**src/rtl/bundle_fetch_ctrl.sv**
```systemverilog
// VLIW bundle fetch sequencer: owns the PC, issues one fetch at a time, buffers bundles in out+skid slots.
// Optional perf counters (perf_bundles, perf_stalls) when FETCH_PERF_CNT_EN is defined.
module bundle_fetch_ctrl #(
  parameter int              NFU      = 2,
  parameter int              PC_W     = 64,
  parameter logic [PC_W-1:0] RESET_PC = {PC_W{1'b0}}
) (
  input  logic                clk,
  input  logic                rst,
  output logic                fetch_req,
  output logic [PC_W-1:0]     fetch_addr,
  input  logic                fetch_rsp_valid,
  input  logic [NFU*32-1:0]   fetch_rsp_data,
  input  logic [NFU-1:0]      fu_stall,
  input  logic                redirect_valid,
  input  logic [PC_W-1:0]     redirect_pc,
  output logic                bundle_valid,
  output logic [NFU*32-1:0]   bundle_data,
  output logic [PC_W-1:0]     bundle_pc
`ifdef FETCH_PERF_CNT_EN
  ,
  output logic [31:0]         perf_bundles,
  output logic [31:0]         perf_stalls
`endif
);

  localparam int BUNDLE_BYTES = NFU * 4;
  localparam int BUNDLE_W     = NFU * 32;
  localparam int ALIGN        = $clog2(BUNDLE_BYTES);

  localparam logic [1:0] S_IDLE  = 2'd0;
  localparam logic [1:0] S_FETCH = 2'd1;
  localparam logic [1:0] S_HOLD  = 2'd2;
  localparam logic [1:0] S_FLUSH = 2'd3;

  logic [1:0]          r_state;
  logic [PC_W-1:0]     r_pc;
  logic                r_fetch_req;
  logic [PC_W-1:0]     r_fetch_addr;
  logic                r_out_valid;
  logic [BUNDLE_W-1:0] r_out_data;
  logic [PC_W-1:0]     r_out_pc;
  logic                r_skid_valid;
  logic [BUNDLE_W-1:0] r_skid_data;
  logic [PC_W-1:0]     r_skid_pc;

  logic [1:0]          w_state_nxt;
  logic [PC_W-1:0]     w_pc_nxt;
  logic [PC_W-1:0]     w_pc_inc;
  logic [PC_W-1:0]     w_redirect_aligned;
  logic                w_req_active;
  logic                w_consume;
  logic                w_rsp_accept;
  logic                w_new_req;
  logic                w_out_free;
  logic                w_unused_lsb;

  assign w_pc_inc           = r_pc + PC_W'(BUNDLE_BYTES);
  assign w_redirect_aligned = {redirect_pc[PC_W-1:ALIGN], {ALIGN{1'b0}}};
  assign w_unused_lsb       = ^redirect_pc[ALIGN-1:0];

  // Next-state, next-PC and request-launch decode
  always_comb begin
    w_req_active = (r_state == S_FETCH) || (r_state == S_FLUSH);
    w_consume    = r_out_valid & ~(|fu_stall);
    w_out_free   = ~r_out_valid | w_consume;
    w_rsp_accept = (r_state == S_FETCH) & fetch_rsp_valid & ~redirect_valid;
    w_state_nxt  = r_state;
    w_pc_nxt     = r_pc;
    if (redirect_valid) begin
      w_pc_nxt = w_redirect_aligned;
      case (r_state)
        S_FETCH, S_FLUSH: begin
          if (fetch_rsp_valid) begin
            w_state_nxt = S_FETCH;
          end else begin
            w_state_nxt = S_FLUSH;
          end
        end
        default: w_state_nxt = S_FETCH;
      endcase
    end else begin
      case (r_state)
        S_IDLE: w_state_nxt = S_FETCH;
        S_FETCH: begin
          if (w_rsp_accept) begin
            w_pc_nxt = w_pc_inc;
            if (w_out_free) begin
              w_state_nxt = S_FETCH;
            end else begin
              w_state_nxt = S_HOLD;
            end
          end else begin
            w_state_nxt = S_FETCH;
          end
        end
        S_HOLD: begin
          if (w_consume) begin
            w_state_nxt = S_FETCH;
          end else begin
            w_state_nxt = S_HOLD;
          end
        end
        S_FLUSH: begin
          if (fetch_rsp_valid) begin
            w_state_nxt = S_FETCH;
          end else begin
            w_state_nxt = S_FLUSH;
          end
        end
        default: w_state_nxt = S_IDLE;
      endcase
    end
    // A new request starts when entering S_FETCH from a non-requesting state or after a completion.
    w_new_req = (w_state_nxt == S_FETCH) && (!w_req_active || fetch_rsp_valid);
  end

  // FSM, PC and fetch request registers
  always_ff @(posedge clk) begin
    if (rst) begin
      r_state      <= S_IDLE;
      r_pc         <= RESET_PC;
      r_fetch_req  <= 1'b0;
      r_fetch_addr <= RESET_PC;
    end else begin
      r_state     <= w_state_nxt;
      r_pc        <= w_pc_nxt;
      r_fetch_req <= (w_state_nxt == S_FETCH) || (w_state_nxt == S_FLUSH);
      if (w_new_req) begin
        r_fetch_addr <= w_pc_nxt;
      end else begin
        r_fetch_addr <= r_fetch_addr;
      end
    end
  end

  // Out slot and skid buffer
  always_ff @(posedge clk) begin
    if (rst) begin
      r_out_valid  <= 1'b0;
      r_out_data   <= {BUNDLE_W{1'b0}};
      r_out_pc     <= {PC_W{1'b0}};
      r_skid_valid <= 1'b0;
      r_skid_data  <= {BUNDLE_W{1'b0}};
      r_skid_pc    <= {PC_W{1'b0}};
    end else if (redirect_valid) begin
      r_out_valid  <= 1'b0;
      r_skid_valid <= 1'b0;
    end else if (w_out_free) begin
      if (r_skid_valid) begin
        r_out_valid  <= 1'b1;
        r_out_data   <= r_skid_data;
        r_out_pc     <= r_skid_pc;
        r_skid_valid <= 1'b0;
      end else if (w_rsp_accept) begin
        r_out_valid <= 1'b1;
        r_out_data  <= fetch_rsp_data;
        r_out_pc    <= r_pc;
      end else begin
        r_out_valid <= 1'b0;
      end
    end else if (w_rsp_accept) begin
      r_skid_valid <= 1'b1;
      r_skid_data  <= fetch_rsp_data;
      r_skid_pc    <= r_pc;
    end else begin
      r_skid_valid <= r_skid_valid;
    end
  end

`ifdef FETCH_PERF_CNT_EN
  logic [31:0] r_perf_bundles;
  logic [31:0] r_perf_stalls;

  // Issue and stall counters; redirects do not touch them
  always_ff @(posedge clk) begin
    if (rst) begin
      r_perf_bundles <= 32'd0;
      r_perf_stalls  <= 32'd0;
    end else begin
      if (w_consume) begin
        r_perf_bundles <= r_perf_bundles + 32'd1;
      end else begin
        r_perf_bundles <= r_perf_bundles;
      end
      if (r_out_valid && (|fu_stall)) begin
        r_perf_stalls <= r_perf_stalls + 32'd1;
      end else begin
        r_perf_stalls <= r_perf_stalls;
      end
    end
  end

  assign perf_bundles = r_perf_bundles;
  assign perf_stalls  = r_perf_stalls;
`endif

  assign fetch_req    = r_fetch_req;
  assign fetch_addr   = r_fetch_addr;
  assign bundle_valid = r_out_valid;
  assign bundle_data  = r_out_data;
  assign bundle_pc    = r_out_pc;

endmodule

```
**config.mk**
```make
export PLATFORM = sky130hd
export DESIGN_NAME = bundle_fetch_ctrl
export DESIGN_NICKNAME = d
export VERILOG_FILES = /design/src/rtl/bundle_fetch_ctrl.sv
export SDC_FILE = /design/constraint.sdc
export NUM_CORES = 1
export LEC_CHECK = 0
export ABC_AREA = 1
export CAP_MARGIN = 25
export CORE_UTILIZATION = 47
export CTS_CLUSTER_SIZE = 30
export DETAILED_ROUTE_END_ITERATION = 10
export PLACE_DENSITY_LB_ADDON = 0.12
export SYNTH_ARGS = -nofsm -noshare
export SYNTH_HDL_FRONTEND = slang
export SYNTH_SLANG_ARGS = --single-unit
```
**constraint.sdc**
```tcl
create_clock -name clk -period 1.95 [get_ports clk]
set_clock_uncertainty 0.1 [all_clocks]
set_input_delay 0.585 -clock clk [delete_from_list [all_inputs] [get_ports clk]]
set_output_delay 0.585 -clock clk [all_outputs]
set_load 0.02 [all_outputs]
```
==> out/results.txt <==
CP max FO - 2
GRT Total Usage - 30.10%
count of pins over their slew limit - 0
Routed WL per cell - 17.48 um
Clock Path Buffers - 3
sequential area share after synthesis - 47.07%
port bufs - 324
Overall Power - 18.92 mW
Final Hold Fails - 0
Final Util - 67.04%
worst r2r path cells - 12
cell family with most CP delay - flip-flops
Yosys warning total - 0
CP Cell Sequence - clkdlybuf4s15_1
DRC viols - 0
drt pass-1 iters - 5
Detail Route Antenna Nets - 0
sequential cell area - 7814 um2
area used by multi-input combinational logic - 7819 um2
Worst slew margin - 70.71%
Critical-path top delay cell - dfxtp_1
initial antenna violation count - 0
clk_lat worst skew - 0.55 ns
worst-margin pin slew - 0.4393 ns
CP max stage delay - 0.37 ns
Arr. time, crit path - 1.24 ns
hold_buf cts - 0
VDD IR max - 0.6433 mV
Layout fillers - 3035
drt total wl - 55.89 mm
ys flop type - dfxtp_1
Req. time, crit path - 1.26 ns
fraction of registers with async set/reset - 0%
die width - 189.4 um
R2R setup slack - 0.06 ns
Mapped Cells - 2331
die height - 189.4 um
dpl ws - -0.8528 ns
row count - 68
Syn Nets - 2466
total grt overflow - 0
vias per cell - 5.361
worst path bufs/invs - 1
status - finished clean
vias in the first global route - 15.91k
Area growth syn-to-layout - 40.32%
Commonest cells post-synth - 420 x a21oi_1, 388 x dfxtp_1, 361 x nand2_1, 306 x o21ai_0, 294 x nor2_1
fmax - 518.3 MHz
# setup viols final - 0
Hold WS - 0.2956 ns
Levels on crit path - 1
DP Wirelength - 38.40 mm
largest net degree at the start of global routing - 87
Initial DRC Count - 1290
Max Cap Viol - 0
final worst slack - 0.02059 ns
Root Buffer - clkbuf_16
Inserted Clock Buffers - 42
top post-synthesis cells by area - dfxtp_1 47%, a21oi_1 13%, o21ai_0 9.3%
GP Congestion - 0.8811
first-pass GRT wire length - 86.05 mm
CTS HTree Levels - 2
crit path kind - reg -> out
EDFF count, synth - 0
Reg clk slew, reported paths - 0.07 ns
min cycle time layout - 1.929 ns
worst hold stages - 2
Avg Inst Size Synth - 7.080 um2
clock sink count - 388
Mapped Area - 16500 um2
flop and latch count out of synthesis - 388
Yosys top cell area share - 47.07%
Worst Setup Start Kind - flop
die area - 35870 um2
Leakage - 10.32 nW
CP endpoint kind - primary output
Core ar. - 34540 um2
PD cells - 817.0 nW/um2
most frequent cell after synthesis - a21oi_1
count of cell types in the netlist - 37
CTS tree - done
layout net count - 2848
Worst Hold Class - in -> reg
share of the cycle needed by the critical path after routing - 98.94%
total number of vias - 17.14k
I/O pin total - 328
# diodes - 0
Initial Util - 47.78%
RSZ-0062 raised after global routing - yes
share of cells above drive strength 1 - 15.68%
Yosys top cell by area - dfxtp_1
[cells by family after synthesis]
family | count (synthesis) | synth area share, %
buffers and inverters | 353 | 8.469
XOR/XNOR | 9 | 0.4777
AND/OR/NAND/NOR | 824 | 20.60
flip-flops | 388 | 47.07
multiplexers | 1 | 0.06065
adder cells (fa/ha/maj) | 1 | 0.07580
AO/OA/AOI/OAI | 755 | 23.25
[final timing paths]
| check | to | from |
|---|---|---|
| min reg2reg | fetch_addr[57]$_SDFFE_PP0P_ | fetch_addr[57]$_SDFFE_PP0P_ |
| max | fetch_addr[32] | fetch_addr[32]$_SDFFE_PP0P_ |
| min | r_pc[15]$_SDFF_PP0_ | rst |
| max reg2reg | fetch_addr[51]$_SDFFE_PP0P_ | r_pc[16]$_SDFF_PP0_ |
[cell type report]
| class | count | share of cell area [%] |
|---|---|---|
| clock buffer | 60 | 5.219 |
| timing repair buffer | 487 | 20.42 |
| clock inverter | 14 | 1.037 |
| sequential | 388 | 33.74 |
| tap | 455 | 2.458 |
| inverter | 204 | 3.361 |
| multi-input combinational | 1590 | 33.76 |
[state kept, by name, summed over array words and instances, names as in the netlist]
signal,count
r_skid_data,64
r_state,2
bundle_valid,1
fetch_addr,64
r_skid_pc,64
bundle_pc,64
r_skid_valid,1
r_pc,64
bundle_data,64
[per-stage QoR]
| stage | cell area, um2 | std cells | setup TNS, ns |
|---|---|---|---|
| floorplan | 16500 | 2331 | 0 |
| global placement | 21110 | 3107 | -217.59 |
| detailed placement | 21110 | 3107 | -231.81 |
| CTS | 22560 | 3188 | 0 |
| global route | 23160 | 3198 | -0.5334 |
| finish | 23160 | 3198 | 0 |
[per-layer routing]
layer	up-vias	GRT usage (%)	routed length, um
met5	-	0	0
met3	79	5.116	4120
met4	0	7.754	1239
li1	8463	-	-
met1	7970	42.95	25670
met2	631	46.83	24860
[timing repair]
action | 4_1_cts | 5_1_grt
buffers inserted | 6 | 8
pin swaps | 8 | 46
setup endpoints to repair | 524 | 249
resized for setup | 277 | 226
hold endpoints to repair | 0 | 0
gates cloned | 2 | 3
[report_power, final]
part / internal [mW] / switching [mW] / leakage [nW]
logic: 0.898 / 1.24 / 6.44
registers: 8.22 / 0.226 / 3.17
clock network: 5.01 / 3.33 / 0.706
[placed cells by master (no fill, tap or decap), drive strengths merged]
cell type        n
a211oi           1
a21boi           1
a21oi          421
a22o             1
a311oi           1
a31oi           11
and2             3
buf            163
bufinv           5
clkbuf          77
clkdlybuf4s15   66
clkdlybuf4s50  127
clkinv           6
clkinvlp         1
dfxtp          388
dlygate4sd2    114
ha               1
inv            206
mux2i            1
nand2          362
nand3          116
nand3b           5
nand4           15
nor2           301
nor3             7
nor3b            1
o211ai           2
o21ai          312
o22a             3
o31ai            2
or2             14
xor2             9
Note: power is estimated with default switching activity, not from simulation.
